`src/rtl/pn_arbiter.sv`:
```
// Two-requester round-robin front end for a single PN expression engine.
// Optional WAIT watchdog enabled by defining PN_ARB_TIMEOUT_EN.
module pn_arbiter #(
    parameter int MAX_TOK = 12,
    parameter int TIMEOUT = 64
) (
    input  logic        clk,
    input  logic        rst_n,
    input  logic [1:0]  req,
    output logic [1:0]  gnt,
    input  logic [1:0]  tok_valid,
    input  logic [3:0]  tok_mode,
    input  logic [1:0]  tok_op,
    input  logic [5:0]  tok_in,
    input  logic [1:0]  tok_last,
    output logic [1:0]  pn_mode,
    output logic        pn_operator,
    output logic [2:0]  pn_in,
    output logic        pn_in_valid,
    input  logic        pn_out_valid,
    input  logic [31:0] pn_out,
    output logic [1:0]  rsp_valid,
    output logic [31:0] rsp_data,
    output logic        rsp_last,
    output logic        busy
);
    typedef enum logic [1:0] {IDLE, FEED, WAIT, COOL} state_t;

    localparam logic [3:0] LP_MAX = 4'(MAX_TOK);

    state_t      r_state, w_next;
    logic        r_ptr;
    logic [1:0]  r_gnt;
    logic [3:0]  r_tcnt, r_exp, r_rcnt;
    logic        r_cool;
    logic [1:0]  r_pn_mode;
    logic        r_pn_op;
    logic [2:0]  r_pn_in;
    logic        r_pn_in_valid;
    logic [1:0]  r_rsp_valid;
    logic [31:0] r_rsp_data;
    logic        r_rsp_last;

    logic        w_sel, w_tv, w_top, w_tlast;
    logic [1:0]  w_tmode, w_fmode, w_pick;
    logic [2:0]  w_tin;
    logic [3:0]  w_tcnt_nx, w_fcnt, w_div, w_exp;
    logic        w_feed_end, w_rsp_done, w_to, w_wait_end;

    assign w_sel     = r_gnt[1];
    assign w_tv      = w_sel ? tok_valid[1]  : tok_valid[0];
    assign w_top     = w_sel ? tok_op[1]     : tok_op[0];
    assign w_tlast   = w_sel ? tok_last[1]   : tok_last[0];
    assign w_tmode   = w_sel ? tok_mode[3:2] : tok_mode[1:0];
    assign w_tin     = w_sel ? tok_in[5:3]   : tok_in[2:0];
    assign w_tcnt_nx = r_tcnt + 4'd1;
    assign w_pick    = (req == 2'b11) ? (r_ptr ? 2'b10 : 2'b01) : req;

    // A single-token job must use the mode arriving with that token
    assign w_fmode = (r_tcnt == 4'd0) ? w_tmode : r_pn_mode;
    assign w_fcnt  = w_tv ? w_tcnt_nx : r_tcnt;
    assign w_div   = w_fcnt / 4'd3;
    assign w_exp   = (w_fmode[1] || w_div == 4'd0) ? 4'd1 : w_div;

    assign w_feed_end = (r_state == FEED) &&
                        ((w_tv && (w_tlast || w_tcnt_nx == LP_MAX)) ||
                         (!w_tv && r_tcnt != 4'd0));
    assign w_rsp_done = (r_state == WAIT) && pn_out_valid &&
                        (r_rcnt + 4'd1 == r_exp);
    assign w_wait_end = w_rsp_done || w_to;

`ifdef PN_ARB_TIMEOUT_EN
    localparam int LP_WDW = $clog2(TIMEOUT + 1);
    localparam logic [LP_WDW-1:0] LP_WDLIM = LP_WDW'(TIMEOUT - 1);

    logic [LP_WDW-1:0] r_wd;

    assign w_to = (r_state == WAIT) && !pn_out_valid && (r_wd == LP_WDLIM);

    always_ff @(posedge clk or negedge rst_n) begin
        if (!rst_n)
            r_wd <= '0;
        else if (r_state != WAIT || pn_out_valid)
            r_wd <= '0;
        else
            r_wd <= r_wd + 1'b1;
    end
`else
    assign w_to = 1'b0;
`endif

    always_ff @(posedge clk or negedge rst_n) begin
        if (!rst_n)
            r_state <= IDLE;
        else
            r_state <= w_next;
    end

    always_comb begin
        w_next = r_state;
        unique case (r_state)
            IDLE: if (|req)      w_next = FEED;
            FEED: if (w_feed_end) w_next = WAIT;
            WAIT: if (w_wait_end) w_next = COOL;
            COOL: if (r_cool)     w_next = IDLE;
            default:              w_next = IDLE;
        endcase
    end

    always_ff @(posedge clk or negedge rst_n) begin
        if (!rst_n) begin
            r_ptr         <= 1'b0;
            r_gnt         <= 2'b00;
            r_tcnt        <= 4'd0;
            r_exp         <= 4'd0;
            r_rcnt        <= 4'd0;
            r_cool        <= 1'b0;
            r_pn_mode     <= 2'b00;
            r_pn_op       <= 1'b0;
            r_pn_in       <= 3'd0;
            r_pn_in_valid <= 1'b0;
            r_rsp_valid   <= 2'b00;
            r_rsp_data    <= 32'd0;
            r_rsp_last    <= 1'b0;
        end else begin
            r_pn_in_valid <= 1'b0;
            r_rsp_valid   <= 2'b00;
            r_rsp_last    <= 1'b0;
            unique case (r_state)
                IDLE: begin
                    if (|req) begin
                        r_gnt  <= w_pick;
                        r_tcnt <= 4'd0;
                        r_rcnt <= 4'd0;
                        r_cool <= 1'b0;
                    end
                end
                FEED: begin
                    if (w_tv) begin
                        r_pn_in_valid <= 1'b1;
                        r_pn_op       <= w_top;
                        r_pn_in       <= w_tin;
                        r_tcnt        <= w_tcnt_nx;
                        if (r_tcnt == 4'd0)
                            r_pn_mode <= w_tmode;
                    end
                    if (w_feed_end)
                        r_exp <= w_exp;
                end
                WAIT: begin
                    if (pn_out_valid) begin
                        r_rsp_valid <= r_gnt;
                        r_rsp_data  <= pn_out;
                        r_rsp_last  <= w_rsp_done;
                        r_rcnt      <= r_rcnt + 4'd1;
                    end else if (w_to) begin
                        r_rsp_valid <= r_gnt;
                        r_rsp_data  <= 32'h8000_0000;
                        r_rsp_last  <= 1'b1;
                    end
                end
                COOL: begin
                    r_cool <= 1'b1;
                    if (r_cool) begin
                        r_gnt  <= 2'b00;
                        r_ptr  <= ~r_ptr;
                        r_cool <= 1'b0;
                    end
                end
                default: ;
            endcase
        end
    end

    assign gnt         = r_gnt;
    assign pn_mode     = r_pn_mode;
    assign pn_operator = r_pn_op;
    assign pn_in       = r_pn_in;
    assign pn_in_valid = r_pn_in_valid;
    assign rsp_valid   = r_rsp_valid;
    assign rsp_data    = r_rsp_data;
    assign rsp_last    = r_rsp_last;
    assign busy        = (r_state != IDLE);
endmodule

```
`config.mk`:
```
export PLATFORM = sky130hd
export DESIGN_NAME = pn_arbiter
export DESIGN_NICKNAME = d
export VERILOG_FILES = /design/src/rtl/pn_arbiter.sv
export SDC_FILE = /design/constraint.sdc
export NUM_CORES = 1
export LEC_CHECK = 0
export BUFFER_PORTS_ARGS = -buffer_cell sky130_fd_sc_hd__buf_4
export CAP_MARGIN = 20
export CORE_MARGIN = 3
export CORE_UTILIZATION = 54
export CTS_CLUSTER_SIZE = 24
export DETAILED_ROUTE_END_ITERATION = 6
export PLACE_DENSITY = 0.88
export RECOVER_POWER = 25
export SLEW_MARGIN = 20
export SYNTH_ARGS = -nofsm -noshare
export SYNTH_HDL_FRONTEND = slang
export SYNTH_SLANG_ARGS = --single-unit
```
`constraint.sdc`:
```
create_clock -name clk -period 4.1 [get_ports clk]
set_input_delay 0.82 -clock clk [delete_from_list [all_inputs] [get_ports clk]]
set_output_delay 0.82 -clock clk [all_outputs]
set_load 0.01 [all_outputs]
```
Word-level counts from Yosys, hierarchy flattened
Index checks and enable logic that the tools add are counted.
{"block": "totals", "regBits": 60, "input_bits": 53, "output_inout_bits": 45, "elab_cells": 88}
{"block": "op_classes", "n_addsub": 2, "n_div": 1, "eq_ne": 11, "n_mux": 30, "n_bitwise": 1, "n_reduce_logical": 28}
{"cell": "2-to-1 mux 2 bit", "n": 11}
{"cell": "2-to-1 mux 4 bit", "n": 4}
{"cell": "case mux 4 bit (2 select lines)", "n": 2}
{"cell": "AND reduction 2 bit", "n": 6}
{"cell": "inequality test 2 bit, second input constant", "n": 5}
{"cell": "2-to-1 mux 1 bit", "n": 9}
{"cell": "AND reduction 3 bit", "n": 3}
{"cell": "adder 4 x 1 -> 4 bit, second input constant", "n": 2}
{"cell": "zero test 4 bit", "n": 2}
{"cell": "case mux 2 bit (4 select lines)", "n": 1}
{"cell": "nonzero test 2 bit", "n": 4}
{"cell": "== test 2 bit, second input constant", "n": 3}
{"cell": "logical AND 1 bit", "n": 5}
{"cell": "divider 4 x 2 -> 4 bit, second input constant", "n": 1}
{"cell": "== test 4 bit", "n": 1}
{"cell": "== test 4 bit, second input constant", "n": 1}
{"cell": "case mux 2 bit (2 select lines)", "n": 1}
{"cell": "AND reduction 4 bit", "n": 1}
{"cell": "nonzero test 4 bit", "n": 1}
{"cell": "logical OR 1 bit", "n": 3}
{"cell": "2-to-1 mux 3 bit", "n": 1}
{"cell": "== test 2 x 1 -> 1 bit, second input constant", "n": 1}
{"cell": "zero test 2 bit", "n": 1}
{"cell": "case mux 1 bit (2 select lines)", "n": 1}
{"cell": "other kinds (3)", "n": 3}

Logic depth before layout (Yosys ltp)
Gate-level depths: netlist (run 1).
{"block": "logic_depth", "word_depth": 8, "depth_mapped": 12, "ltp_nobuf": 11}

Least setup slack after synthesis (run 1)
Ideal clock, no wire load.
{"block": "synth_timing", "path_kind": "in2reg", "from": "input port tok_valid[1]", "to": "register r_exp[0]", "setup_time_ns": 0.126, "arrival_ns": 2.630, "path_slack_ns": 1.344, "path_stages": 10, "path_cell_list": "mux2i_1 nor2_1 xor2_1 ha_1 nand2b_1 o21ai_0 ha_1 a311oi_1 a21oi_1 o32a_1"}
{"block": "synth_via", "elab_chain_len": 6}
{"element": "start, declared", "line_no": "11", "source": "input logic [1:0] tok_valid,"}
{"element": "2-to-1 mux 1 bit (*)", "line_no": "51", "source": "assign w_tv = w_sel ? tok_valid[1] : tok_valid[0];"}
{"element": "2-to-1 mux 4 bit / zero test 1 bit (equally long branches)"}
{"element": "divider 4 x 2 -> 4 bit / logical AND 1 bit (equally long branches)", "line_no": "62, 67"}
{"element": "zero test 4 bit / logical OR 1 bit (equally long branches)", "line_no": "63, 66"}
{"element": "logical OR 1 bit / logical AND 1 bit (equally long branches)", "line_no": "63, 65"}
{"element": "2-to-1 mux 4 bit / AND reduction 2 bit (equally long branches)"}
{"element": "end signal, assigned", "line_no": "148", "source": "r_exp <= w_exp;"}
{"element": "end, declared", "line_no": "34", "source": "logic [3:0] r_tcnt, r_exp, r_rcnt;"}
Every way passes the cells marked *; elsewhere a longest branch is shown, timed or not.
A chain may end at the register's enable or synchronous reset.

==> results of run 1 <==
-- routing by layer --
layer | GRT usage | up-vias
met5 | 0 | -
met4 | 0.1117 | 0
met3 | 0.05329 | 17
met2 | 0.4175 | 93
met1 | 0.2713 | 1084
li1 | - | 1059
-- where the power goes --
| group | leakage, uW | internal [uW] | switching (uW) |
|---|---|---|---|
| clock | 0.000109 | 344 | 221 |
| sequential | 0.000721 | 832 | 175 |
| combinational | 0.00104 | 669 | 575 |
| total | 0.00187 | 1850 | 971 |
-- registers in the layout (all words and copies together) (netlist names) --
register and count:
rsp_data 32, r_rcnt 4, r_tcnt 4, pn_in 3, r_exp 3, gnt 2
pn_mode 2, r_state 2, rsp_valid 2, pn_in_valid 1, pn_operator 1, r_cool 1
r_ptr 1, rsp_last 1
-- cells by family (layout without fill, tap and decap cells) --
family,count (synthesis),count (layout),share of synthesized area
adder cells (fa/ha/maj),12,12,0.05206
XOR/XNOR,10,10,0.03037
AND/OR/NAND/NOR,56,56,0.09718
buffers and inverters,24,127,0.03558
flip-flops,59,59,0.5119
AO/OA/AOI/OAI,39,39,0.09891
multiplexers,45,45,0.1740
-- final timing paths --
check                                 from            to  cells past startpoint
worst max-delay path                 rst_n  rsp_valid[1]                      1
worst min-delay path            pn_mode[0]    pn_mode[0]                      2
worst max register to register      gnt[1]      r_exp[0]                     10
worst min register to register  pn_mode[0]    pn_mode[0]                      2
max in group clk                    gnt[1]      r_exp[0]                     10
min in group asynchronous            rst_n   rsp_data[4]                      1
-- cells in the mapped netlist (all sizes together) (3+ instances only) --
| cell | number | area (sq um) |
|---|---|---|
| a21oi | 5 | 25.02 |
| clkbuf | 5 | 18.77 |
| o21ai | 13 | 65.06 |
| ha | 12 | 150.1 |
| xnor2 | 6 | 52.55 |
| xor2 | 4 | 35.03 |
| nand2 | 15 | 56.30 |
| mux2i | 10 | 100.1 |
| nor2 | 14 | 52.55 |
| nor3 | 6 | 30.03 |
| and2 | 3 | 18.77 |
| dfrtp | 59 | 1476 |
| inv | 14 | 52.55 |
| mux2 | 35 | 401.6 |
| nor3b | 3 | 27.52 |
| buf | 5 | 31.28 |
| a22o | 6 | 52.55 |
| nand3 | 6 | 30.03 |
-- area by class of cell --
type,instances,area [sq um],area share
clock buffer,14,182.7,0.04730
multi-input combinational,162,1305,0.3379
sequential,59,1476,0.3822
timing repair buffer,98,732.0,0.1895
clock inverter,1,30.03,0.007775
inverter,14,52.55,0.01361
tap,67,83.83,0.02170
-- per-stage QoR --
stage               hold WS (ns)  cells  power (uW)  setup slack [ns]  utilization
detailed placement        0.4829    400        2252             1.007       0.7392
CTS                       0.4966    415        2837            0.9771       0.7823
floorplan                 0.4591    245        1720             1.344            -
finish                    0.4880    415        2816            0.9229       0.7815
global route              0.5147    415        2983            0.4027       0.7815
global placement          0.4752    400        2198             1.068       0.7392
-- cell usage in the layout (no fill, tap or decap), drive strengths merged, types with 3 or more instances in the layout --
cell type / netlist / routed
clkbuf: 5 / 15
o21ai: 13 / 13
a22o: 6 / 6
ha: 12 / 12
mux2: 35 / 35
nor2: 14 / 14
xnor2: 6 / 6
and2: 3 / 3
nand2: 15 / 15
buf: 5 / 97
nor3: 6 / 6
xor2: 4 / 4
dfrtp: 59 / 59
mux2i: 10 / 10
a21oi: 5 / 5
nand3: 6 / 6
nor3b: 3 / 3
inv: 14 / 14
-- tightest hold or removal path: cells and delay by family (launching register included) --
family	cells	cell delay [ns]
DFF	1	0.35
and+or+nand+nor	1	0.05
AOI/OAI and AO/OA	1	0.06
==> impl_metrics.ini, run 1 <==
[timing]
relSlewSlack = -1.021
setup_violations = 0
tightest_slew_ns = 3.032
min_period_ns = 3.177
fin_skew_ns = 0.005951
rsz0062_at_grt = false
tns_ns = 0
slew_violations = 60
max_freq_mhz = 314.8
post-route-period-util = 0.7749
hold_viol_final = 0

[worst_setup_path]
max_stage_delay_ns = 2.12
r2r_setup_slack_ns = 0.98
crit_path_top_delay_cell = clkbuf_1
crit_chain = clkbuf_1
crit_required_ns = 3.88
cp_num_buf_inv = 1
cp_max_fo = 59
start_kind = primary input
end_kind = asynchronous set/reset pin
path_class = primary input to asynchronous set/reset pin
cp_top_family = buffers and inverters
crit_arrival_ns = 2.95

[finish]
drive_gt1_frac = 0.4282
finalInstanceArea_sq_um = 3862
fin_nets = 409
syn2layout_area_growth_pct = 33.93
antennaDiodeCount = 0
nFillCells = 338

[synthesis]
ys_warn_count = 0
ys_ff_latch = 59
synth_edf_count = 0
async_reset_ff_frac = 1.000
ys_seq_area_frac = 0.5119
yosys.cell_types.count = 37
synth_nets = 310
synth_ff_type = dfrtp_1
netlist_area_sq_um = 2884
avgSynthCellArea_sq_um = 11.77
synthCells = 245

[die]
start_util = 0.5835
core_area_sq_um = 4942
die_area_sq_um = 6254
chipWidth_um = 79.08
num_rows = 25
boundaryPins = 98
die_h_um = 79.08

[clock_tree]
cts_sinks = 59
clk_pin_slew_ns = 0.06
cts_root_buffer = clkbuf_8
cts_tree = built
numCtsBuffers = 9
post_cts_buffers = 0
cts_resized = 0
clk_latency_ns = 0.34
clock_path_buffers = 2
holdBufCountCts = 0
h-tree-depth = 3

[status]
violations = max-capacitance violations, max-slew violations
outcome = finished, violations left

[drt]
drt-total-wl_mm = 6.966
dr_wl_met3_um = 448
remaining_drc_errors = 0
antenna_left = 0
wl_per_cell_um = 16.79
firstDrtPassIters = 5
wl_met2_mm = 3.731
via_per_inst = 5.429
vias = 2253
top_layer = met4
drtIter0Drc = 134
wl_met1_mm = 2.644

[grt]
grt_pass1_wl_mm = 11.21
grtUsageTotal = 0.2367
grt_pass1_vias = 2309
grt.overflow.total = 0
grt_antenna_before_repair = 0
grt_start_max_net_pins = 60

[hold_path]
hold_path.class = flip-flop to flip-flop

[place]
gp_congestion = 0.8689
portBuffers = 97
dpl-instance-area_sq_um = 3654
hpwlAfterDp_mm = 4.915

[power]
p_per_area_nw_per_um2 = 729.2
irDropWorstVdd_uv = 440.0
p_leak_uw = 0.001866

[flow_run]
cap_violations = 1
(Power assumes the default switching activity.)
==> inputs of run 2 (changes only) <==
--- a/config.mk
+++ b/config.mk
@@ -8,10 +8,10 @@
 export BUFFER_PORTS_ARGS = -buffer_cell sky130_fd_sc_hd__buf_4
 export CAP_MARGIN = 20
 export CORE_MARGIN = 3
-export CORE_UTILIZATION = 54
+export CORE_UTILIZATION = 50
 export CTS_CLUSTER_SIZE = 24
 export DETAILED_ROUTE_END_ITERATION = 6
-export PLACE_DENSITY = 0.88
+export PLACE_DENSITY = 0.83
 export RECOVER_POWER = 25
 export SLEW_MARGIN = 20
 export SYNTH_ARGS = -nofsm -noshare
==> constraint.sdc (replaced) <==
create_clock -name clk -period 3.3 [get_ports clk]
set_input_delay 0.66 -clock clk [delete_from_list [all_inputs] [get_ports clk]]
set_output_delay 0.66 -clock clk [all_outputs]
set_load 0.01 [all_outputs]
==> impl_metrics.ini, run 2 (same netlist as run 1, synthesis figures left out) <==
[status]
outcome = complete, no violations

[timing]
setup_violations = 0
relSlewSlack = 0.04550
slew_violations = 0
post-route-period-util = 0.7909
fin_skew_ns = 0.009019
rsz0062_at_grt = false
min_period_ns = 2.610
tightest_slew_ns = 1.432
tns_ns = 0
hold_viol_final = 0
max_freq_mhz = 383.2
holdWs_ns = 0.5009

[finish]
drive_gt1_frac = 0.4371
nFillCells = 405
final_cell_mix = buf_4, dfrtp_1, mux2_2
final_common_cell = buf_4
largest_reg_flops = 32
fin_nets = 410
syn2layout_area_growth_pct = 34.40
register_area_sq_um = 1476
antennaDiodeCount = 0
multi_input_area_sq_um = 1305
finalInstanceArea_sq_um = 3876

[die]
chipWidth_um = 81.95
die_h_um = 81.95
num_rows = 27
boundaryPins = 98
start_util = 0.5206
core_area_sq_um = 5540
die_area_sq_um = 6715

[place]
gp_congestion = 0.8888
portBuffers = 97
dpl-instance-area_sq_um = 3667
hpwlAfterDp_mm = 4.513

[worst_setup_path]
crit_arrival_ns = 2.82
cp_num_buf_inv = 0
crit_cells = 10
crit_required_ns = 3.51
max_stage_delay_ns = 0.43
r2r_cells = 10
end_kind = flip-flop
crit_end = r_exp[0]
start_kind = flip-flop
reg2reg_from = gnt[1]
cp-startpoint = gnt[1]
path_class = flip-flop to flip-flop
crit_path_top_delay_cell = mux2i_1
crit_chain = mux2i_1, nor2_1, xor2_1, ha_1, nand2b_1, o21ai_0, ha_1, o311a_1, mux2i_1, o32a_1
r2r-end = r_exp[0]
cp_top_family = compound AO/OA/AOI/OAI gates
r2r_setup_slack_ns = 0.69
cp_max_fo = 6

[hold_path]
hold_path.class = flip-flop to flip-flop
hold_start = pn_mode[0]

[clock_tree]
cts_tree = built
holdBufCountCts = 0
post_cts_buffers = 0
cts_sinks = 59
cts_root_buffer = clkbuf_8
clock_path_buffers = 2
cts_resized = 0
clk_pin_slew_ns = 0.07
numCtsBuffers = 9
h-tree-depth = 3
clk_latency_ns = 0.33

[grt]
grtUsageTotal = 0.2020
grt_start_max_net_pins = 60
grt.overflow.total = 0
grt_pass1_wl_mm = 10.32
grt_pass1_vias = 2290
grt_antenna_before_repair = 0

[power]
combPwrFrac = 0.447
swShare = 0.3462
p_per_area_nw_per_um2 = 891.9
seqPwrFrac = 0.355
power.total_uw = 3457
clkPwrFrac = 0.197
p_leak_uw = 0.001872
switchingPower_uw = 1197
irDropWorstVdd_uv = 572.2
p_int_uw = 2260

[drt]
drt-total-wl_mm = 6.192
vias = 2193
wl_per_cell_um = 14.67
via_per_inst = 5.197
remaining_drc_errors = 0
firstDrtPassIters = 4
drtIter0Drc = 86
antenna_left = 0

[flow_run]
cap_violations = 0
==> run 2: worst min path at each step <==
stage	to	slack (ns)	cells past startpoint
floorplan	gnt[0]	0.36	0
global placement	pn_mode[0]	0.48	2
detailed placement	pn_mode[0]	0.48	2
CTS	rsp_data[17]	0.41	1
global route	rsp_data[14]	0.53	1
finish	pn_mode[0]	0.50	2
==> run 2: worst reg2reg max path, stage by stage, from the launching register on <==
cell	delay, ns
dfrtp_1	0.40
mux2i_1	0.43
nor2_1	0.14
xor2_1	0.18
ha_1	0.30
nand2b_1	0.15
o21ai_0	0.09
ha_1	0.22
o311a_1	0.22
mux2i_1	0.09
o32a_1	0.28
==> run 2: layout make-up <==
class,instances,area share
Clock buffer,11,0.03906
Sequential cell,59,0.3809
Tap cell,72,0.02324
Timing Repair Buffer,99,0.1911
Multi-Input combinational cell,162,0.3367
Inverter,14,0.01356
Clock inverter,5,0.01549
==> run 2: metal layers <==
metal	GRT usage	share of wire
met1	0.2289	0.42
met5	0	0
met2	0.3449	0.50
met4	0.05648	0.0040
met3	0.08882	0.080
==> run 2: through the flow <==
step | worst slack, ns | std cells | utilization
2_1_floorplan | 0.7039 | 245 | -
3_3_place_gp | 0.4161 | 406 | 0.6619
3_5_place_dp | 0.4066 | 406 | 0.6619
4_1_cts | 0.7018 | 422 | 0.7001
5_1_grt | 0.4223 | 422 | 0.6996
6_report | 0.6901 | 422 | 0.6996
==> run 2: power groups by stage <==
stage,sequential [uW],combinational [uW],clock [uW]
6_report,1230,1550,683
5_1_grt,1270,1700,742
4_1_cts,1230,1560,698
3_5_place_dp,1240,1550,0
3_3_place_gp,1220,1510,0
2_1_floorplan,1330,802,0
==> inputs of run 3 (changes only) <==
--- a/config.mk
+++ b/config.mk
@@ -8,10 +8,10 @@
 export BUFFER_PORTS_ARGS = -buffer_cell sky130_fd_sc_hd__buf_4
 export CAP_MARGIN = 20
 export CORE_MARGIN = 3
-export CORE_UTILIZATION = 50
+export CORE_UTILIZATION = 45
 export CTS_CLUSTER_SIZE = 24
 export DETAILED_ROUTE_END_ITERATION = 6
-export PLACE_DENSITY = 0.83
+export PLACE_DENSITY = 0.79
 export RECOVER_POWER = 25
 export SLEW_MARGIN = 20
 export SYNTH_ARGS = -nofsm -noshare
==> constraint.sdc (replaced) <==
create_clock -name clk -period 2.2 [get_ports clk]
set_input_delay 0.44 -clock clk [delete_from_list [all_inputs] [get_ports clk]]
set_output_delay 0.44 -clock clk [all_outputs]
set_load 0.01 [all_outputs]
==> impl_metrics.ini, run 3 (same netlist as run 1, synthesis figures left out) <==
[status]
outcome = finished, violations left
violations = negative setup slack

[timing]
fin_skew_ns = 0.01084
setup_ws_ns = -0.1325
max_freq_mhz = 428.7
slew_violations = 0
hold_viol_final = 0
holdWs_ns = 0.3369
tightest_slew_ns = 1.415
rsz0062_at_grt = true
min_period_ns = 2.332
relSlewSlack = 0.05646
post-route-period-util = 1.060
setup_violations = 2

[finish]
drive_gt1_frac = 0.5119
final_common_cell = buf_4
fin_nets = 437
antennaDiodeCount = 0
final_cells = 452
syn2layout_area_growth_pct = 45.25
final_cell_mix = buf_4, dfrtp_1, mux2_2
fin_util = 0.6912
largest_reg_flops = 32

[worst_setup_path]
crit_chain = mux2i_4, nor2_4, xor2_2, ha_1, nand2b_4, o21ai_2, ha_4, a311oi_2, a21oi_1, o32a_1
crit_arrival_ns = 2.55
crit_required_ns = 2.42
max_stage_delay_ns = 0.43
path_class = flip-flop to flip-flop
cp_max_fo = 4
crit_path_top_delay_cell = dfrtp_2
cp_top_family = compound AO/OA/AOI/OAI gates
end_kind = flip-flop
start_kind = flip-flop
cp_num_buf_inv = 0

[hold_path]
hold_path.class = primary input to flip-flop

[clock_tree]
clk_latency_ns = 0.34
clock_path_buffers = 2
cts_tree = built
h-tree-depth = 3
clk_pin_slew_ns = 0.07
cts_sinks = 59
numCtsBuffers = 9
cts_root_buffer = clkbuf_8

[drt]
drtIter0Drc = 73
wl_met2_mm = 3.261
wl_per_cell_um = 14.61
dr_wl_met3_um = 499
remaining_drc_errors = 0
vias = 2324
drt-total-wl_mm = 6.602
via_per_inst = 5.142
top_layer = met4
wl_met1_mm = 2.691
firstDrtPassIters = 4
antenna_left = 0

[place]
gp_congestion = 0.9067
pre_cts_ws_ns = -0.2784
portBuffers = 97
place_inst = 432
hpwlAfterDp_mm = 4.959

[grt]
grt_pass1_wl_mm = 11.12
grt_start_max_net_pins = 60
grt_antenna_before_repair = 0
grtUsageTotal = 0.1935
grt_pass1_vias = 2361
grt.overflow.total = 0

[power]
switchingPower_uw = 1837
clkPwrFrac = 0.199
irDropWorstVdd_uv = 776.3
p_per_area_nw_per_um2 = 1305
p_int_uw = 3629
swShare = 0.3361
p_leak_uw = 0.002034
combPwrFrac = 0.467
seqPwrFrac = 0.334

[die]
die_h_um = 86.06
core_area_sq_um = 6061
boundaryPins = 98
chipWidth_um = 86.06
die_area_sq_um = 7405
num_rows = 28
start_util = 0.4758

[flow_run]
cap_violations = 0
-- run 3: cell type report --
| type | instances | area, sq um |
|---|---|---|
| sequential | 59 | 1478 |
| tap | 75 | 93.84 |
| fill | 477 | 1872 |
| inverter | 14 | 52.55 |
| timing repair buffer | 126 | 947.2 |
| multi-input combinational | 162 | 1399 |
| clock buffer | 12 | 145.1 |
| clock inverter | 4 | 73.82 |
-- run 3: per-stage QoR --
stage	TNS [ns]	total power (uW)	area (sq um)
floorplan	-0.2341	3225	2922
global placement	-0.1879	4284	3881
detailed placement	-0.3529	4391	3881
CTS	-0.1612	5502	4145
global route	-0.3853	5846	4189
finish	-0.1376	5465	4189
-- run 3: repair_timing --
item,in CTS,in global routing
buffers inserted,3,1
setup endpoints to repair,2,4
gates resized for setup,5,8
hold buffers,0,0
pin swaps,5,6
-- run 3: final timing paths --
kind | endpoint | slack [ns] | start | depth (start not counted)
worst max-delay path | r_exp[0] | -0.13 | gnt[1] | 10
worst min-delay path | rsp_data[1] | 0.34 | pn_out[1] | 2
worst max register to register | r_exp[0] | -0.13 | gnt[1] | 10
worst min register to register | r_ptr | 0.50 | r_ptr | 1
max in group asynchronous | gnt[1] | 0.82 | rst_n | 1
min in group asynchronous | pn_in[1] | 0.43 | rst_n | 1
-- run 3: power groups by stage --
stage / clock network [uW] / logic [uW] / registers [uW]
detailed placement: 0 / 2540 / 1850
floorplan: 0 / 1220 / 2000
global placement: 0 / 2470 / 1810
CTS: 1110 / 2560 / 1830
global route: 1160 / 2790 / 1900
finish: 1090 / 2550 / 1830
-- run 3: metal layers --
| layer | vias to the layer above | global-route usage |
|---|---|---|
| met5 | - | 0 |
| met1 | 1113 | 0.2403 |
| met2 | 78 | 0.3104 |
| met3 | 13 | 0.05572 |
| met4 | 0 | 0.09065 |
| li1 | 1120 | - |
